$ cat config.mk
export PLATFORM = sky130hd
export DESIGN_NAME = alu_share_arbiter
export DESIGN_NICKNAME = d
export VERILOG_FILES = /design/src/rtl/alu_share_arbiter.sv
export SDC_FILE = /design/constraint.sdc
export NUM_CORES = 1
export LEC_CHECK = 0
export ABC_CLOCK_PERIOD_IN_PS = 2500
export BUFFER_PORTS_ARGS = -buffer_cell sky130_fd_sc_hd__buf_2
export CORE_AREA = 2 2 136 138
export DETAILED_ROUTE_END_ITERATION = 12
export DIE_AREA = 0 0 138 140
export SLEW_MARGIN = 0
export SYNTH_ARGS = -nofsm -noshare
export SYNTH_HDL_FRONTEND = slang
export SYNTH_SLANG_ARGS = --single-unit
$ cat constraint.sdc
create_clock -name clk -period 2.5 [get_ports clk]
set_input_delay 0.375 -clock clk [delete_from_list [all_inputs] [get_ports clk]]
set_output_delay 0.375 -clock clk [all_outputs]
set_load 0.01 [all_outputs]
$ cat src/rtl/alu_share_arbiter.sv
// Round-robin sharing of one combinational ALU between two requesters.
// Each port gets a one-entry response buffer drained by a valid/ready handshake.
module alu_share_arbiter #(
  parameter int INIT_PRIO = 0,
  parameter int CNT_W     = 16
) (
  input  logic             clk,
  input  logic             rst,

  input  logic             req0_valid,
  input  logic [31:0]      req0_a,
  input  logic [31:0]      req0_b,
  input  logic [3:0]       req0_aluc,
  output logic             req0_ready,
  output logic             rsp0_valid,
  output logic [31:0]      rsp0_r,
  output logic [3:0]       rsp0_flags,
  input  logic             rsp0_ready,

  input  logic             req1_valid,
  input  logic [31:0]      req1_a,
  input  logic [31:0]      req1_b,
  input  logic [3:0]       req1_aluc,
  output logic             req1_ready,
  output logic             rsp1_valid,
  output logic [31:0]      rsp1_r,
  output logic [3:0]       rsp1_flags,
  input  logic             rsp1_ready,

  output logic [31:0]      alu_a,
  output logic [31:0]      alu_b,
  output logic [3:0]       alu_aluc,
  input  logic [31:0]      alu_r,
  input  logic             alu_zero,
  input  logic             alu_carry,
  input  logic             alu_negative,
  input  logic             alu_overflow,

  output logic [CNT_W-1:0] grant_cnt0,
  output logic [CNT_W-1:0] grant_cnt1
);

  localparam logic PRIO_RST = (INIT_PRIO != 0);

  logic             elig0, elig1;
  logic             gnt0, gnt1;
  logic [3:0]       flags_w;

  logic             prio_q, prio_d;
  logic             rsp0_valid_q, rsp0_valid_d;
  logic [31:0]      rsp0_r_q, rsp0_r_d;
  logic [3:0]       rsp0_flags_q, rsp0_flags_d;
  logic             rsp1_valid_q, rsp1_valid_d;
  logic [31:0]      rsp1_r_q, rsp1_r_d;
  logic [3:0]       rsp1_flags_q, rsp1_flags_d;
  logic [CNT_W-1:0] cnt0_q, cnt0_d;
  logic [CNT_W-1:0] cnt1_q, cnt1_d;

  // A full buffer being drained this cycle can accept a new result.
  assign elig0   = req0_valid && (!rsp0_valid_q || rsp0_ready);
  assign elig1   = req1_valid && (!rsp1_valid_q || rsp1_ready);
  assign gnt0    = elig0 && (!elig1 || (prio_q == 1'b0));
  assign gnt1    = elig1 && (!elig0 || (prio_q == 1'b1));
  assign flags_w = {alu_zero, alu_carry, alu_negative, alu_overflow};

  always_comb begin
    alu_a    = 32'd0;
    alu_b    = 32'd0;
    alu_aluc = 4'd0;
    if (gnt0) begin
      alu_a    = req0_a;
      alu_b    = req0_b;
      alu_aluc = req0_aluc;
    end else if (gnt1) begin
      alu_a    = req1_a;
      alu_b    = req1_b;
      alu_aluc = req1_aluc;
    end
  end

  always_comb begin
    rsp0_valid_d = rsp0_valid_q;
    rsp0_r_d     = rsp0_r_q;
    rsp0_flags_d = rsp0_flags_q;
    rsp1_valid_d = rsp1_valid_q;
    rsp1_r_d     = rsp1_r_q;
    rsp1_flags_d = rsp1_flags_q;
    prio_d       = prio_q;
    cnt0_d       = cnt0_q;
    cnt1_d       = cnt1_q;

    if (gnt0) begin
      rsp0_valid_d = 1'b1;
      rsp0_r_d     = alu_r;
      rsp0_flags_d = flags_w;
      prio_d       = 1'b1;
      if (cnt0_q != '1) cnt0_d = cnt0_q + CNT_W'(1);
    end else if (rsp0_ready) begin
      rsp0_valid_d = 1'b0;
    end

    if (gnt1) begin
      rsp1_valid_d = 1'b1;
      rsp1_r_d     = alu_r;
      rsp1_flags_d = flags_w;
      prio_d       = 1'b0;
      if (cnt1_q != '1) cnt1_d = cnt1_q + CNT_W'(1);
    end else if (rsp1_ready) begin
      rsp1_valid_d = 1'b0;
    end
  end

  always_ff @(posedge clk) begin
    if (rst) begin
      prio_q       <= PRIO_RST;
      rsp0_valid_q <= 1'b0;
      rsp0_r_q     <= 32'd0;
      rsp0_flags_q <= 4'd0;
      rsp1_valid_q <= 1'b0;
      rsp1_r_q     <= 32'd0;
      rsp1_flags_q <= 4'd0;
      cnt0_q       <= '0;
      cnt1_q       <= '0;
    end else begin
      prio_q       <= prio_d;
      rsp0_valid_q <= rsp0_valid_d;
      rsp0_r_q     <= rsp0_r_d;
      rsp0_flags_q <= rsp0_flags_d;
      rsp1_valid_q <= rsp1_valid_d;
      rsp1_r_q     <= rsp1_r_d;
      rsp1_flags_q <= rsp1_flags_d;
      cnt0_q       <= cnt0_d;
      cnt1_q       <= cnt1_d;
    end
  end

  assign req0_ready = gnt0;
  assign req1_ready = gnt1;
  assign rsp0_valid = rsp0_valid_q;
  assign rsp0_r     = rsp0_r_q;
  assign rsp0_flags = rsp0_flags_q;
  assign rsp1_valid = rsp1_valid_q;
  assign rsp1_r     = rsp1_r_q;
  assign rsp1_flags = rsp1_flags_q;
  assign grant_cnt0 = cnt0_q;
  assign grant_cnt1 = cnt1_q;

endmodule
# Yosys cells after proc, flatten, opt, wreduce, memory -nomap -nowiden
# Index checks and enable logic that the tools add are counted.
# W data, S select, Z words.
# totals
reg_bits	107
latchBits	0
ram_bits	0
mem_bits_ro	0
in_bits	178
output_inout_bits	176
memories	0
# classes
add_sub_neg	2
multipliers	0
n_div	0
n_lt_le_gt_ge	0
n_eq_ne	2
n_shift	0
muxes	10
bitwise	1
reduce_logical	17
# ops
op	n
$mux W32	4
$add A16 B1 Y16 const B	2
$ne A16 B16 Y1 const B	2
$mux W4	2
$logic_and A1 B1 Y1	4
$logic_not A1 Y1	4
$logic_or A1 B1 Y1	4
$mux W1	4
$reduce_and A2 Y1	2
$reduce_bool A2 Y1	2
$reduce_or A2 Y1	1
$not A1 Y1	1

# Longest topological paths before layout
# logic_depth
depth_word	8
mapped_depth	8

# Least setup slack after synthesis
# OpenSTA, ideal clock, no wires.
# synth_path
path_kind	register to output
startpoint	register rsp0_valid_q (netlist: rsp0_valid)
endpoint	output alu_b[29]
arrival_ns	1.594
setup_slack_ns	0.531
stages_incl_launch_ff	7
n_path_buf	2
path_cell_list	dfxtp_1 > nor2b_1 > o211ai_2 > inv_2 > buf_2 > buf_1 > a22o_1
# synth_via
elab_chain_cells	8
word_cells_on_any_way	9
cone_classes	mux: 2; reduce/logical: 7
# synth_lines
element	line_no	source
start, declared	50	logic rsp0_valid_q, rsp0_valid_d;
start signal, assigned	126	rsp0_valid_q <= rsp0_valid_d;
$logic_not A1 Y1 *	60	assign elig0 = req0_valid && (!rsp0_valid_q || rsp0_ready);
$logic_or A1 B1 Y1 *	60	
$logic_and A1 B1 Y1 *	60	
$logic_not A1 Y1	63	assign gnt1 = elig1 && (!elig0 || (prio_q == 1'b1));
$logic_or A1 B1 Y1	63	
$logic_and A1 B1 Y1	63	
$mux W32	74	end else if (gnt1) begin
$mux W32 *	70	if (gnt0) begin
end, declared	31	output logic [31:0] alu_b,
# Every way passes the cells marked *; elsewhere a longest branch is shown, timed or not.

# Worst setup path after layout
# layout_path
startpoint	register prio_q
endpoint	output alu_b[28]
# layout_via
elab_chain_cells	4
word_cells_on_any_way	7
cone_classes	mux: 2; bitwise: 1; reduce/logical: 4
# layout_lines
element	line_no	source
start, declared	49	logic prio_q, prio_d;
start signal, assigned	125	prio_q <= prio_d;
$logic_or A1 B1 Y1 / $not A1 Y1 (equally long branches)	63, 62	
$logic_and A1 B1 Y1 / $logic_or A1 B1 Y1 (equally long branches)	63, 62	
$mux W32 / $logic_and A1 B1 Y1 (equally long branches)	74, 62	
$mux W32 *	70	
# Marks and branches as above.

==> metrics.md <==
| Metric | Value |
|---|---|
| Status | `finished, final reports clean` |
| Die height | `140 um` |
| Pin count of the biggest net entering global routing | `60` |
| Critical Path Sink Type | `output pin` |
| Total Routed Length | `20.9 mm` |
| Critical path type | `flip-flop to output pin` |
| Final setup viols | `0` |
| Worst vdd ir | `0.381 mV` |
| DRT iter0 DRCs | `285` |
| Global Route Usage Sum | `20.4%` |
| Drt drc | `0` |
| Layout Nets | `1132` |
| Hold buffers post-CTS | `0` |
| Die Wd | `138 um` |
| Fmax | `0.423 GHz` |
| Post-Synthesis Cells | `617` |
| Final period util | `94.6%` |
| Startpoint class of the critical path | `flip-flop` |
| Slew HR | `54.0%` |
| Detailed Place HPWL | `16.4 mm` |
| RSZ-0062 raised after global routing | `no` |
| Pwr dens | `574 nW/um^2` |
| R2R cell count | `6` |
| Rows | `49` |
| Power Internal | `2.99 mW` |
| Main combinational cell family by area after synthesis | `compound AO/OA/AOI/OAI gates` |
| Layout Skew | `0.00830 ns` |
| Mapped Avg Cell Area | `8.08 um^2` |
| First-pass GRT wire length | `31.0 mm` |
| Logic pwr share | `22.4%` |
| Initial antenna violation count | `7` |
| Die area | `19300 um^2` |
| Switching Power | `1.24 mW` |
| Layout area overhead | `48.0%` |
| Clock Power Share | `34.3%` |
| Worst-path fanout max | `49` |
| Crit path time final | `2.37 ns` |
| Clock transition at path regs | `0.07 ns` |
| CTS tree | `yes` |
| Clock sink count | `107` |
| Slew @ Worst Pin | `0.690 ns` |
| Final core occ | `41.5%` |
| Hold Path Depth | `3` |
| Share of layout cells above drive strength 1 | `43.2%` |
| Max cap viols | `0` |
| Routability cong. | `0.877` |
| Synth warn | `0` |
| Area leader, netlist | `dfxtp_1` |
| Sequential cell area fraction in the yosys report | `43.0%` |
| Setup Fix Bufs, Post-CTS | `0` |
| Power consumption | `4.23 mW` |
| Synth Net Count | `797` |
| Placeable Area | `17800 um^2` |
| Sw Ratio | `29.4%` |
| WP data arrival | `1.99 ns` |
| Synth Area in Adders | `0.502%` |
| Gr ovfl total | `0` |
| Synth Area in XOR/XNOR | `0%` |
| Post-DRT Antenna Nets | `0` |
| Pleak | `3.57 nW` |
| Avg WL per Cell | `17.6 um` |
| Synthesized area | `4980 um^2` |
| Via count | `5845` |
| H-tree Lvls | `3` |
| Final Hold Vio Count | `0` |
| Mux cell area share after synthesis | `2.79%` |
| Sequential power share | `43.3%` |
| DP Area | `7050 um^2` |
| # fillers | `1875` |
| Via/cell ratio | `4.91` |
| Simple-Gate Fraction of Synth Area | `23.8%` |
| Port Buf Inserts | `353` |
| Top cells by area, synth | `dfxtp_1, a22o_1, nand2_1` |
| Max clock buf depth | `2` |
| Max Transition Viols Final | `0` |
| Post-synth top area share | `43.0%` |
| IO Count | `354` |
| #FFs+latches synth | `107` |
| DR pass1 iterations | `4` |
| Vias in the first global route | `5386` |
| Clk Latency, worst-skew pair | `0.34 ns` |
| TritonCTS buffer count | `9` |
| Cell variety after synth | `39` |
| Design Area, Final | `7370 um^2` |
| WP data required | `2.12 ns` |
| Min-Delay Path Class | `primary input to flip-flop` |
| Setup_tns | `0 ns` |
| Synth Area in Compound Gates | `25.3%` |
| Hold Slack | `0.270 ns` |
| Root Driver | `clkbuf_16` |
| Starting density of the core | `28.0%` |
kinds of logic after synthesis:
logic type,after synthesis
AOI/OAI and AO/OA,188
adders and majority gates,2
buffers and inverters,57
DFF,107
muxes,12
and+or+nand+nor,251
registers in the layout (all words and copies together) (netlist names):
name        count
grant_cnt0     16
rsp1_r         32
rsp1_valid      1
rsp0_r         32
grant_cnt1     16
rsp1_flags      4
rsp0_valid      1
rsp0_flags      4
prio_q          1
layer usage:
layer | vias up | track usage, % | routed length, um | part of all wire [%]
met5 | - | 0 | 13 | 0.062
met4 | 2 | 8.65 | 670 | 3.2
met3 | 30 | 5.81 | 1440 | 6.9
met2 | 229 | 35.8 | 10700 | 51
met1 | 2698 | 23.3 | 8120 | 39
li1 | 2886 | - | - | -
cell type report:
| cell class | count | area (um^2) | area share (%) |
|---|---|---|---|
| flip-flops and latches | 107 | 2140 | 29.1 |
| diodes | 5 | 12.5 | 0.170 |
| clock buffers | 9 | 225 | 3.05 |
| well taps | 229 | 287 | 3.89 |
| multi-input cells | 453 | 2630 | 35.6 |
| clock inverters | 7 | 75.1 | 1.02 |
| repair buffers | 375 | 1980 | 26.8 |
| inverters | 6 | 26.3 | 0.356 |
path summary, 6_finish.rpt:
path / slack, ns / start / to
worst max-delay path: 0.13 / prio_q$_SDFFE_PP0P_ / alu_b[28]
worst min-delay path: 0.27 / alu_r[0] / rsp1_r[0]$_SDFFE_PP0P_
worst max register to register: 0.46 / grant_cnt0[1]$_SDFFE_PP0P_ / grant_cnt0[13]$_SDFFE_PP0P_
worst min register to register: 0.45 / rsp0_r[24]$_SDFFE_PP0P_ / rsp0_r[24]$_SDFFE_PP0P_
through the flow:
stage / setup WS (ns) / std cells
3_3_place_gp: 0.239 / 1170
5_1_grt: 0.00667 / 1189
6_report: 0.134 / 1191
2_1_floorplan: 0.531 / 617
4_1_cts: 0.0582 / 1186
3_5_place_dp: 0.233 / 1170
repair_timing:
item,CTS,global route
resized for setup,1,2
pin swaps,0,0
endpoints found under the setup margin,17,49
cells in the mapped netlist, drive strengths merged:
master   number
dfxtp       107
nor4b         1
nand4        11
mux2         12
nand2       157
nor4bb        1
o21ai         4
nand2b        4
and3          1
nand3b        2
o31a          1
a211oi        2
nand3         5
or2           2
ha            2
a211o         1
and2          3
a21oi        94
and4          3
a22o         68
o2111ai       1
nor2b        13
nor2         14
nor4         11
o211ai        1
buf          18
a31oi         1
or3           7
nor3          3
inv           6
clkbuf       33
o31ai        15
or4          13
worst max-delay path: stages, from the launching register on:
cell	delay, ns
dfxtp_1	0.31
and2_1	0.14
a211o_2	0.39
inv_4	0.20
buf_16	0.25
a22o_1	0.18
buf_2	0.14
power groups by stage:
stage,clock [mW],combinational (mW),sequential (mW)
final,1.45,0.949,1.83
after global routing,1.57,1.03,1.84
after CTS,1.49,0.954,1.83
after detailed placement,0,0.949,1.87
after global placement,0,0.947,1.87
after floorplan,0,0.426,1.91
placed cells by master (no fill, tap or decap), types with 11 or more instances in the layout:
master   Yosys  final
buf_2       10    352
nor2b_1     13     12
or4_1       12     12
nor2_1      14     14
buf_4        0     20
mux2_2      11     11
a21oi_1     94     94
dfxtp_1    107    107
nand4_1     11     11
o31ai_1     15     15
nand2_1    157    157
a22o_1      68     68
No activity file was read; power rests on OpenSTA's default activity.
